===== src/rtl/rgmii_pkg.sv =====
// Shared types for the RGMII UDP datapath: on-wire header layout, config registers,
// receive status and the RX parser state encoding.
package rgmii_pkg;

    localparam int          HEADER_BYTES  = 42;
    localparam logic [15:0] ETH_TYPE_IPV4 = 16'h0800;
    localparam logic [7:0]  IPV4_VER_IHL  = 8'h45;
    localparam logic [7:0]  IP_PROTO_UDP  = 8'h11;
    localparam logic [15:0] UDP_HDR_BYTES = 16'd8;

    // Fields in wire order; wire byte k is byte k of the struct counted from the MSB end,
    // so every multi-byte field reads big-endian.
    typedef struct packed {
        logic [47:0] mac_destination;
        logic [47:0] mac_source;
        logic [15:0] eth_type_length;
        logic [7:0]  version_ihl;
        logic [7:0]  tos;
        logic [15:0] total_length;
        logic [15:0] identification;
        logic [15:0] flags_fragment;
        logic [7:0]  ttl;
        logic [7:0]  protocol;
        logic [15:0] header_checksum;
        logic [31:0] ip_source;
        logic [31:0] ip_destination;
        logic [15:0] port_source;
        logic [15:0] port_destination;
        logic [15:0] udp_length;
        logic [15:0] udp_checksum;
    } ethernet_header_t;

    typedef struct packed { logic [47:0] fpga; } mac_cfg_t;
    typedef struct packed { logic [31:0] fpga; } ip_cfg_t;
    typedef struct packed { logic [15:0] fpga; } port_cfg_t;
    typedef struct packed { logic check_destination; } control_cfg_t;

    typedef struct packed {
        mac_cfg_t     mac;
        ip_cfg_t      ip;
        port_cfg_t    port;
        control_cfg_t control;
    } rgmii_config_t;

    typedef struct packed {
        logic crc_err;
        logic truncated;
        logic dropped;
    } rx_stat_t;

    typedef enum logic [1:0] {
        ST_SYNC    = 2'd0,
        ST_HEADER  = 2'd1,
        ST_PAYLOAD = 2'd2,
        ST_DISCARD = 2'd3
    } rx_state_t;

endpackage


===== src/rtl/rgmii_hdr_check.sv =====
// Combinational accept decision for a captured Ethernet/IPv4/UDP header against the
// local configuration; shared between the RX parser and the TX loopback bench.
module rgmii_hdr_check
    import rgmii_pkg::*;
#(
    parameter bit CHECK_BROADCAST = 1'b1
) (
    input  ethernet_header_t hdr_i,
    input  rgmii_config_t    cfg_i,
    output logic             accept_o
);

    logic proto_ok;
    logic mac_ok;
    logic dest_ok;
    logic unused_hdr_bits;

    always_comb begin
        proto_ok = (hdr_i.eth_type_length == ETH_TYPE_IPV4) &&
                   (hdr_i.version_ihl == IPV4_VER_IHL) &&
                   (hdr_i.protocol == IP_PROTO_UDP) &&
                   (hdr_i.udp_length >= UDP_HDR_BYTES);
        mac_ok   = (hdr_i.mac_destination == cfg_i.mac.fpga) ||
                   (CHECK_BROADCAST && (hdr_i.mac_destination == 48'hFFFF_FFFF_FFFF));
        dest_ok  = mac_ok &&
                   (hdr_i.ip_destination == cfg_i.ip.fpga) &&
                   (hdr_i.port_destination == cfg_i.port.fpga);
        accept_o = proto_ok && (!cfg_i.control.check_destination || dest_ok);
    end

    assign unused_hdr_bits = ^hdr_i;

endmodule


===== src/rtl/rgmii_udp_rx_parser.sv =====
// Receive-side UDP frame parser: captures the 42-byte header, validates it, forwards
// only the UDP payload and reports per-frame status and saturating frame counters.
module rgmii_udp_rx_parser
    import rgmii_pkg::*;
#(
    parameter bit CHECK_BROADCAST = 1'b1,
    parameter int CNT_W           = 16
) (
    input  logic             clk_i,
    input  logic             rst_i,
    input  rgmii_config_t    cfg_i,
    // s_valid_i qualifies s_data_i/s_last_i/s_crc_err_i on every cycle and cannot be
    // stalled; m_valid_o likewise qualifies m_data_o/m_last_o with no backpressure.
    input  logic [7:0]       s_data_i,
    input  logic             s_valid_i,
    input  logic             s_last_i,
    input  logic             s_crc_err_i,
    output logic [7:0]       m_data_o,
    output logic             m_valid_o,
    output logic             m_last_o,
    output logic             hdr_valid_o,
    output logic [47:0]      hdr_src_mac_o,
    output logic [31:0]      hdr_src_ip_o,
    output logic [15:0]      hdr_src_port_o,
    output logic [15:0]      hdr_len_o,
    output logic             stat_valid_o,
    output logic [2:0]       stat_o,
    output logic [CNT_W-1:0] frames_ok_o,
    output logic [CNT_W-1:0] frames_drop_o
);

    localparam int HDR_W = HEADER_BYTES * 8;

    rx_state_t          state_q, state_d;
    logic [5:0]         hdr_cnt_q, hdr_cnt_d;
    logic [HDR_W-1:0]   hdr_q, hdr_d, hdr_wr;
    logic [15:0]        pay_cnt_q, pay_cnt_d;
    logic               trunc_q, trunc_d, drop_q, drop_d;
    logic [7:0]         m_data_q, m_data_d;
    logic               m_valid_q, m_valid_d, m_last_q, m_last_d;
    logic               hdr_valid_q, hdr_valid_d;
    logic [47:0]        src_mac_q, src_mac_d;
    logic [31:0]        src_ip_q, src_ip_d;
    logic [15:0]        src_port_q, src_port_d, hdr_len_q, hdr_len_d;
    logic               stat_valid_q, stat_valid_d;
    rx_stat_t           stat_q, stat_d;
    logic [CNT_W-1:0]   ok_cnt_q, ok_cnt_d, drop_cnt_q, drop_cnt_d;
    logic               eof, trunc_now, drop_now, accept;
    ethernet_header_t   hdr_s;

    // Header image including the byte arriving this cycle, so byte 41 is checked on arrival.
    always_comb begin
        hdr_wr = hdr_q;
        hdr_wr[8*(HEADER_BYTES-1-int'(hdr_cnt_q)) +: 8] = s_data_i;
    end

    assign hdr_s = ethernet_header_t'(hdr_wr);

    rgmii_hdr_check #(.CHECK_BROADCAST(CHECK_BROADCAST)) u_hdr_check (
        .hdr_i    (hdr_s),
        .cfg_i    (cfg_i),
        .accept_o (accept)
    );

    always_comb begin
        state_d      = state_q;
        hdr_cnt_d    = hdr_cnt_q;
        hdr_d        = hdr_q;
        pay_cnt_d    = pay_cnt_q;
        trunc_d      = trunc_q;
        drop_d       = drop_q;
        m_data_d     = m_data_q;
        m_valid_d    = 1'b0;
        m_last_d     = 1'b0;
        hdr_valid_d  = 1'b0;
        src_mac_d    = src_mac_q;
        src_ip_d     = src_ip_q;
        src_port_d   = src_port_q;
        hdr_len_d    = hdr_len_q;
        stat_valid_d = 1'b0;
        stat_d       = stat_q;
        ok_cnt_d     = ok_cnt_q;
        drop_cnt_d   = drop_cnt_q;
        eof          = 1'b0;
        trunc_now    = 1'b0;
        drop_now     = 1'b0;

        case (state_q)
            ST_SYNC: begin
                if (!s_valid_i) state_d = ST_HEADER;
            end
            ST_HEADER: begin
                if (s_valid_i) begin
                    hdr_d     = hdr_wr;
                    hdr_cnt_d = hdr_cnt_q + 6'd1;
                    if (s_last_i) begin
                        trunc_now = 1'b1;
                        drop_now  = 1'b1;
                        eof       = 1'b1;
                        hdr_cnt_d = 6'd0;
                    end else if (hdr_cnt_q == 6'(HEADER_BYTES - 1)) begin
                        hdr_cnt_d = 6'd0;
                        pay_cnt_d = 16'd0;
                        if (accept) begin
                            hdr_valid_d = 1'b1;
                            src_mac_d   = hdr_s.mac_source;
                            src_ip_d    = hdr_s.ip_source;
                            src_port_d  = hdr_s.port_source;
                            hdr_len_d   = hdr_s.udp_length - UDP_HDR_BYTES;
                            state_d     = (hdr_len_d == 16'd0) ? ST_DISCARD : ST_PAYLOAD;
                        end else begin
                            drop_d  = 1'b1;
                            state_d = ST_DISCARD;
                        end
                    end
                end
            end
            ST_PAYLOAD: begin
                if (s_valid_i) begin
                    pay_cnt_d = pay_cnt_q + 16'd1;
                    m_valid_d = 1'b1;
                    m_data_d  = s_data_i;
                    if (s_last_i) begin
                        m_last_d  = 1'b1;
                        eof       = 1'b1;
                        trunc_now = (pay_cnt_d != hdr_len_q);
                        state_d   = ST_HEADER;
                    end else if (pay_cnt_d == hdr_len_q) begin
                        m_last_d = 1'b1;
                        state_d  = ST_DISCARD;
                    end
                end
            end
            ST_DISCARD: begin
                if (s_valid_i && s_last_i) begin
                    eof     = 1'b1;
                    state_d = ST_HEADER;
                end
            end
            default: state_d = ST_SYNC;
        endcase

        if (eof) begin
            stat_valid_d     = 1'b1;
            stat_d.crc_err   = s_crc_err_i;
            stat_d.truncated = trunc_q | trunc_now;
            stat_d.dropped   = drop_q | drop_now;
            trunc_d          = 1'b0;
            drop_d           = 1'b0;
            if (!stat_d.dropped && !s_crc_err_i) begin
                if (~&ok_cnt_q) ok_cnt_d = ok_cnt_q + CNT_W'(1);
            end else begin
                if (~&drop_cnt_q) drop_cnt_d = drop_cnt_q + CNT_W'(1);
            end
        end
    end

    always_ff @(posedge clk_i) begin
        if (rst_i) begin
            state_q      <= ST_SYNC;
            hdr_cnt_q    <= '0;
            hdr_q        <= '0;
            pay_cnt_q    <= '0;
            trunc_q      <= 1'b0;
            drop_q       <= 1'b0;
            m_data_q     <= '0;
            m_valid_q    <= 1'b0;
            m_last_q     <= 1'b0;
            hdr_valid_q  <= 1'b0;
            src_mac_q    <= '0;
            src_ip_q     <= '0;
            src_port_q   <= '0;
            hdr_len_q    <= '0;
            stat_valid_q <= 1'b0;
            stat_q       <= '0;
            ok_cnt_q     <= '0;
            drop_cnt_q   <= '0;
        end else begin
            state_q      <= state_d;
            hdr_cnt_q    <= hdr_cnt_d;
            hdr_q        <= hdr_d;
            pay_cnt_q    <= pay_cnt_d;
            trunc_q      <= trunc_d;
            drop_q       <= drop_d;
            m_data_q     <= m_data_d;
            m_valid_q    <= m_valid_d;
            m_last_q     <= m_last_d;
            hdr_valid_q  <= hdr_valid_d;
            src_mac_q    <= src_mac_d;
            src_ip_q     <= src_ip_d;
            src_port_q   <= src_port_d;
            hdr_len_q    <= hdr_len_d;
            stat_valid_q <= stat_valid_d;
            stat_q       <= stat_d;
            ok_cnt_q     <= ok_cnt_d;
            drop_cnt_q   <= drop_cnt_d;
        end
    end

    assign m_data_o       = m_data_q;
    assign m_valid_o      = m_valid_q;
    assign m_last_o       = m_last_q;
    assign hdr_valid_o    = hdr_valid_q;
    assign hdr_src_mac_o  = src_mac_q;
    assign hdr_src_ip_o   = src_ip_q;
    assign hdr_src_port_o = src_port_q;
    assign hdr_len_o      = hdr_len_q;
    assign stat_valid_o   = stat_valid_q;
    assign stat_o         = stat_q;
    assign frames_ok_o    = ok_cnt_q;
    assign frames_drop_o  = drop_cnt_q;

endmodule


===== config.mk =====
export PLATFORM = sky130hd
export DESIGN_NAME = rgmii_udp_rx_parser
export DESIGN_NICKNAME = d
export VERILOG_FILES = /design/src/rtl/rgmii_pkg.sv /design/src/rtl/rgmii_hdr_check.sv /design/src/rtl/rgmii_udp_rx_parser.sv
export SDC_FILE = /design/constraint.sdc
export NUM_CORES = 1
export LEC_CHECK = 0
export BUFFER_PORTS_ARGS = -buffer_cell sky130_fd_sc_hd__buf_2
export CAP_MARGIN = 20
export CORE_MARGIN = 2
export CORE_UTILIZATION = 55
export CTS_CLUSTER_SIZE = 14
export DETAILED_ROUTE_END_ITERATION = 8
export GPL_ROUTABILITY_DRIVEN = 0
export HOLD_SLACK_MARGIN = 0.03
export PLACE_DENSITY = 0.88
export RECOVER_POWER = 25
export SYNTH_ARGS = -nofsm -noshare
export SYNTH_HDL_FRONTEND = slang
export SYNTH_HIERARCHICAL = 1
export SYNTH_SLANG_ARGS = --single-unit

===== constraint.sdc =====
create_clock -name clk_i -period 6.5 [get_ports clk_i]
set_input_delay 0 -clock clk_i [delete_from_list [all_inputs] [get_ports clk_i]]
set_output_delay 0 -clock clk_i [all_outputs]
set_load 0.01 [all_outputs]

==> results of run 1 <==
-- per-stage QoR --
| step | instances | worst slack [ns] | instance area, sq um | power (W) | hold slack (ns) |
|---|---|---|---|---|---|
| after floorplan | 2670 | 0.00119 | 21500 | 0.00462 | 0.136 |
| after global placement | 3365 | -0.150 | 23600 | 0.00509 | 0.264 |
| after detailed placement | 3365 | -0.440 | 23600 | 0.00521 | 0.275 |
| after CTS | 3468 | 0.0243 | 25400 | 0.00776 | 0.166 |
| after global routing | 3505 | -0.627 | 26400 | 0.00826 | 0.262 |
| final | 3505 | -0.332 | 26400 | 0.00798 | 0.242 |
-- worst min-delay path: cells and delay by family --
family / cells / cell delay [ns]
compound gates: 2 / 0.14
buf+inv: 4 / 0.49
simple gates: 1 / 0.11
-- power by group through the flow --
stage                     registers (W)  logic, W  clock network [W]
after global routing            0.00314   0.00245            0.00267
after floorplan                 0.00310   0.00152                  0
after CTS                       0.00310   0.00211            0.00256
after global placement          0.00312   0.00197                  0
after detailed placement        0.00315   0.00206                  0
final                           0.00312   0.00229            0.00257
-- layer usage --
layer,share of wire,GRT usage,wire length [microns]
met5,0.00018,0,14
met4,0.069,0.167,5310
met3,0.12,0.0740,9410
met2,0.44,0.510,33600
met1,0.37,0.433,28600
-- area by class of cell --
cell class,count,area (sq um)
clock inverter,14,213
timing repair buffer,445,2990
fill,2692,12300
multi-input combinational,2014,12700
inverter,26,103
clock buffer,63,1220
antenna,1,2.50
sequential,424,8490
tap,518,648
-- what timing repair did --
action	in CTS	in global routing
cloned	2	13
pin swaps	8	54
buffers inserted	3	21
hold buffers	21	0
endpoints found under the hold margin	85	0
setup endpoints to repair	111	112
gates resized for setup	15	137
-- how the worst max path moves through the flow --
stage	startpoint	to	slack (ns)
after floorplan	hdr_cnt_q[1]	hdr_src_ip_o[0]	0.001
after global placement	hdr_cnt_q[1]	hdr_src_mac_o[33]	-0.15
after detailed placement	hdr_cnt_q[1]	hdr_src_mac_o[1]	-0.44
after CTS	hdr_cnt_q[2]	hdr_src_ip_o[27]	0.02
after global routing	hdr_cnt_q[1]	hdr_src_ip_o[19]	-0.63
final	hdr_cnt_q[2]	hdr_src_ip_o[19]	-0.33
-- registers in the layout, summed over array words and instances (netlist names) --
register / cells
frames_drop_o: 16
hdr_cnt_q: 6
state_q: 2
frames_ok_o: 16
m_last_o: 1
hdr_src_mac_o: 48
drop_q: 1
hdr_src_ip_o: 32
hdr_src_port_o: 16
m_data_o: 8
pay_cnt_q: 16
hdr_valid_o: 1
hdr_len_o: 16
m_valid_o: 1
stat_o: 3
stat_valid_o: 1
hdr_q: 240
==> impl_metrics.py, run 1 <==
metrics = {
    "outcome": {
        "status": "complete, but fails checks",
        "violations": "setup timing",
    },
    "layout": {
        "mostFrequentLayoutCell": "nor2_1",
        "fin_nets": 3084,
        "layout_common_cells": "nor2_1, dfxtp_1, nand2_1, buf_2, a211oi_1",
        "area_growth_pct": 22.7,
        "final_core_utilization": 0.682,
        "drive_above_1_share": 0.214,
    },
    "critical_path": {
        "crit_arrival_ns": 7.29,
        "cpLargestDelayFamily": "simple AND/OR/NAND/NOR gates",
        "start_kind": "flip-flop",
        "slowest_stage": "a2111oi_2",
        "worstSetupPathType": "reg -> reg",
        "rr_endpoint": "hdr_src_ip_o[19]",
        "cp_num_buf_inv": 11,
        "rr_worst_depth": 33,
        "cp-end-kind": "flip-flop",
        "worst-path-max-fanout": 6,
        "cp_common_cell": "buf_4",
        "worstPathRequired_ns": 6.96,
        "rr_startpoint": "hdr_cnt_q[2]",
        "cp.depth": 33,
        "crit_path_max_incr_delay_ns": 0.41,
        "r2r_slack_ns": -0.33,
    },
    "sta": {
        "max_slew_margin": 0.276,
        "grt_setup_unrepaired": "true",
        "timing.final.crit_period_ns": 6.83,
        "slew_viol_final": 0,
        "worstMarginPinSlew_ns": 1.08,
        "tns_ns": -23.23,
        "layout_setup_ws_ns": -0.332,
        "hold_viol_final": 0,
        "period_share": 1.05,
        "max_freq_ghz": 0.146,
        "skew_ns": 0.0207,
        "setup_viol": 111,
    },
    "hold_path": {
        "worstHoldEndpoint": "drop_q",
        "min_path_cells": 7,
        "hold_start": "cfg_i[0]",
        "hold_class": "in -> reg",
    },
    "cts": {
        "clock_path_buffers": 3,
        "htree_levels": 2,
        "cts_tree": "yes",
        "cts_buffers": 43,
        "clkSinkCount": 424,
        "worstSkewPairLatency_ns": 0.56,
        "cts_root_buffer": "clkbuf_16",
        "cts.clk_slew.worst_paths_ns": 0.07,
    },
    "die": {
        "start_util": 0.556,
        "rows": 72,
        "die_area_sq_um": 40700,
        "die_y_microns": 202,
        "io_pins": 269,
        "core_sq_um": 38600,
        "die_x_microns": 202,
    },
    "pwr": {
        "p_sw_frac": 0.342,
        "p_switching_w": 0.00273,
        "combPwrFrac": 0.287,
        "power.density_nw_per_um2": 303,
        "leakage_nw": 10.2,
        "pwr-share-seq": 0.390,
        "p_int_w": 0.00525,
        "clkPwrFrac": 0.323,
        "vdd_drop_max_uv": 205,
    },
    "global_route": {
        "overflow": 0,
        "grt_first_pass_wirelength_microns": 108000,
        "grtUsageTotal": 0.330,
        "grt_max_degree": 125,
        "grt_pass1_vias": 20200,
        "antenna_found_initial": 2,
    },
    "route": {
        "drt-vias-per-instance": 6.45,
        "drc": 0,
        "wl_per_cell_microns": 21.9,
        "drt_iter0_drc": 3507,
        "first_pass_iters": 7,
        "vias": 22600,
        "wl_microns": 76900,
        "antenna_left": 0,
    },
    "placed_design": {
        "dp_hpwl_microns": 48000,
        "numPortBuffers": 268,
    },
    "yosys": {
        "synth_area_per_cell_sq_um": 8.05,
        "syn_nets": 2800,
        "synthCells": 2670,
        "synth.cell_area_sq_um": 21500,
        "synth_warnings": 6,
    },
    "flow_run": {
        "drv_cap": 0,
    },
}
Power figures use the tool's default switching activity.
==> inputs of run 2 (changes only) <==
--- a/config.mk
+++ b/config.mk
@@ -5,6 +5,7 @@
 export SDC_FILE = /design/constraint.sdc
 export NUM_CORES = 1
 export LEC_CHECK = 0
+export ABC_AREA = 1
 export BUFFER_PORTS_ARGS = -buffer_cell sky130_fd_sc_hd__buf_2
 export CAP_MARGIN = 20
 export CORE_MARGIN = 2
@@ -15,6 +16,7 @@
 export HOLD_SLACK_MARGIN = 0.03
 export PLACE_DENSITY = 0.88
 export RECOVER_POWER = 25
+export SKIP_LAST_GASP = 1
 export SYNTH_ARGS = -nofsm -noshare
 export SYNTH_HDL_FRONTEND = slang
 export SYNTH_HIERARCHICAL = 1
==> impl_metrics.py, run 2 <==
metrics = {
    "outcome": {
        "status": "completed",
    },
    "layout": {
        "layout_common_cells": "nor2_1, o21ai_0, nand2_1, inv_1, dfxtp_1",
        "largest-register": "hdr_q",
        "fillerInstances": 3574,
        "final_core_utilization": 0.644,
        "regArea_sq_um": 8490,
        "multi_input_area_sq_um": 11500,
        "fin_nets": 3933,
        "mostFrequentLayoutCell": "nor2_1",
        "largest_reg_flops": 240,
        "drive_above_1_share": 0.0896,
        "area_growth_pct": 15.5,
    },
    "critical_path": {
        "slowest_stage": "dfxtp_1",
        "worstPathRequired_ns": 7.03,
        "crit_arrival_ns": 6.71,
        "crit_path_max_incr_delay_ns": 0.38,
        "worst-path-max-fanout": 47,
        "start_kind": "flip-flop",
        "cp_common_cell": "nand2_1",
        "worstSetupPathType": "reg -> reg",
        "cp-end-kind": "flip-flop",
    },
    "global_route": {
        "grt_max_degree": 126,
        "grt_pass1_vias": 20800,
        "grtUsageTotal": 0.305,
        "grt_first_pass_wirelength_microns": 108000,
        "overflow": 0,
        "antenna_found_initial": 1,
    },
    "pwr": {
        "power.density_nw_per_um2": 312,
        "power_w": 0.00819,
        "vdd_drop_max_uv": 196,
        "leakage_nw": 13.0,
    },
    "sta": {
        "hold_viol_final": 0,
        "setup_viol": 0,
        "skew_ns": 0.0215,
        "max_freq_ghz": 0.162,
        "period_share": 0.951,
        "tns_ns": 0,
        "worstMarginPinSlew_ns": 1.13,
        "slew_viol_final": 0,
        "hold-worst-slack_ns": 0.283,
        "max_slew_margin": 0.245,
        "layout_setup_ws_ns": 0.318,
        "timing.final.crit_period_ns": 6.18,
    },
    "yosys": {
        "syn_nets": 3726,
        "synth_warnings": 6,
        "synth_area_per_cell_sq_um": 6.33,
        "synthCells": 3596,
        "synth.cell_area_sq_um": 22800,
    },
    "route": {
        "wl_per_cell_microns": 15.9,
        "first_pass_iters": 7,
        "antenna_left": 0,
        "drt_iter0_drc": 2730,
        "drt-vias-per-instance": 5.38,
        "wl_microns": 69600,
        "vias": 23500,
        "drc": 0,
    },
    "die": {
        "io_pins": 269,
        "die_y_microns": 207,
        "rows": 74,
        "die_area_sq_um": 43100,
        "core_sq_um": 40800,
        "die_x_microns": 207,
        "start_util": 0.558,
    },
    "placed_design": {
        "numPortBuffers": 268,
        "dp_hpwl_microns": 46800,
        "dpl_worst_slack_ns": -0.0663,
    },
    "cts": {
        "worstSkewPairLatency_ns": 0.58,
        "clkSinkCount": 424,
        "cts_buffers": 46,
        "htree_levels": 2,
        "clock_path_buffers": 3,
        "cts.clk_slew.worst_paths_ns": 0.06,
        "cts_tree": "yes",
        "cts_root_buffer": "clkbuf_16",
    },
    "flow_run": {
        "drv_cap": 0,
    },
    "hold_path": {
        "hold_class": "in -> reg",
    },
}
==> run 2: stage by stage <==
step / instances / instance area (sq um)
3_5_place_dp: 4269 / 24600
6_report: 4373 / 26300
4_1_cts: 4368 / 26300
2_1_floorplan: 3596 / 22800
3_3_place_gp: 4269 / 24600
5_1_grt: 4372 / 26300
==> run 2: power by group <==
group	internal (W)	total (W)	leakage (nW)	switching, W
Sequential	0.00296	0.00314	3.44	0.000177
Clock	0.00167	0.00276	0.795	0.00109
Combinational	0.000795	0.00230	8.75	0.00150
Total	0.00543	0.00819	13.0	0.00276
==> run 2: worst max-delay path, delay by kind of cell, from the launching register on <==
| kind | cells | cell delay, ns |
|---|---|---|
| simple gates | 21 | 2.92 |
| buf+inv | 8 | 1.13 |
| compound gates | 4 | 0.93 |
| fa+ha+maj | 2 | 0.57 |
| flops | 1 | 0.38 |
| xor+xnor | 1 | 0.17 |
==> run 2: final cells by class <==
type / count / area share
antenna: 1 / 0.0000952
sequential: 424 / 0.323
inverter: 556 / 0.0796
clock inverter: 13 / 0.00628
tap: 532 / 0.0253
clock buffer: 72 / 0.0545
timing repair buffer: 355 / 0.0735
multi-input combinational: 2420 / 0.438
==> run 2: final timing paths <==
check / from / to / slack, ns / depth (start not counted)
setup reg to reg: hdr_cnt_q[1] / hdr_src_mac_o[24] / 0.32 / 36
setup / recovery: hdr_cnt_q[1] / hdr_src_mac_o[24] / 0.32 / 36
hold / removal: s_crc_err_i / stat_o[2] / 0.28 / 4
hold reg to reg: stat_o[1] / stat_o[1] / 0.48 / 2
==> run 2: routing by layer <==
layer  GRT usage  vias to the layer above  part of all wire
met5           0                        -                 0
met1       0.408                    10600              0.41
met4       0.138                        0             0.047
met2       0.484                     1127              0.45
li1            -                    11600                 -
met3      0.0522                      215             0.099
==> run 2: what timing repair did <==
action / CTS / global route
cloned: 0 / 1
gates resized for setup: 17 / 42
buffers inserted: 0 / 2
setup endpoints to repair: 105 / 113
hold buffers: 14 / 0
pin swaps: 0 / 1
endpoints found under the hold margin: 32 / 0
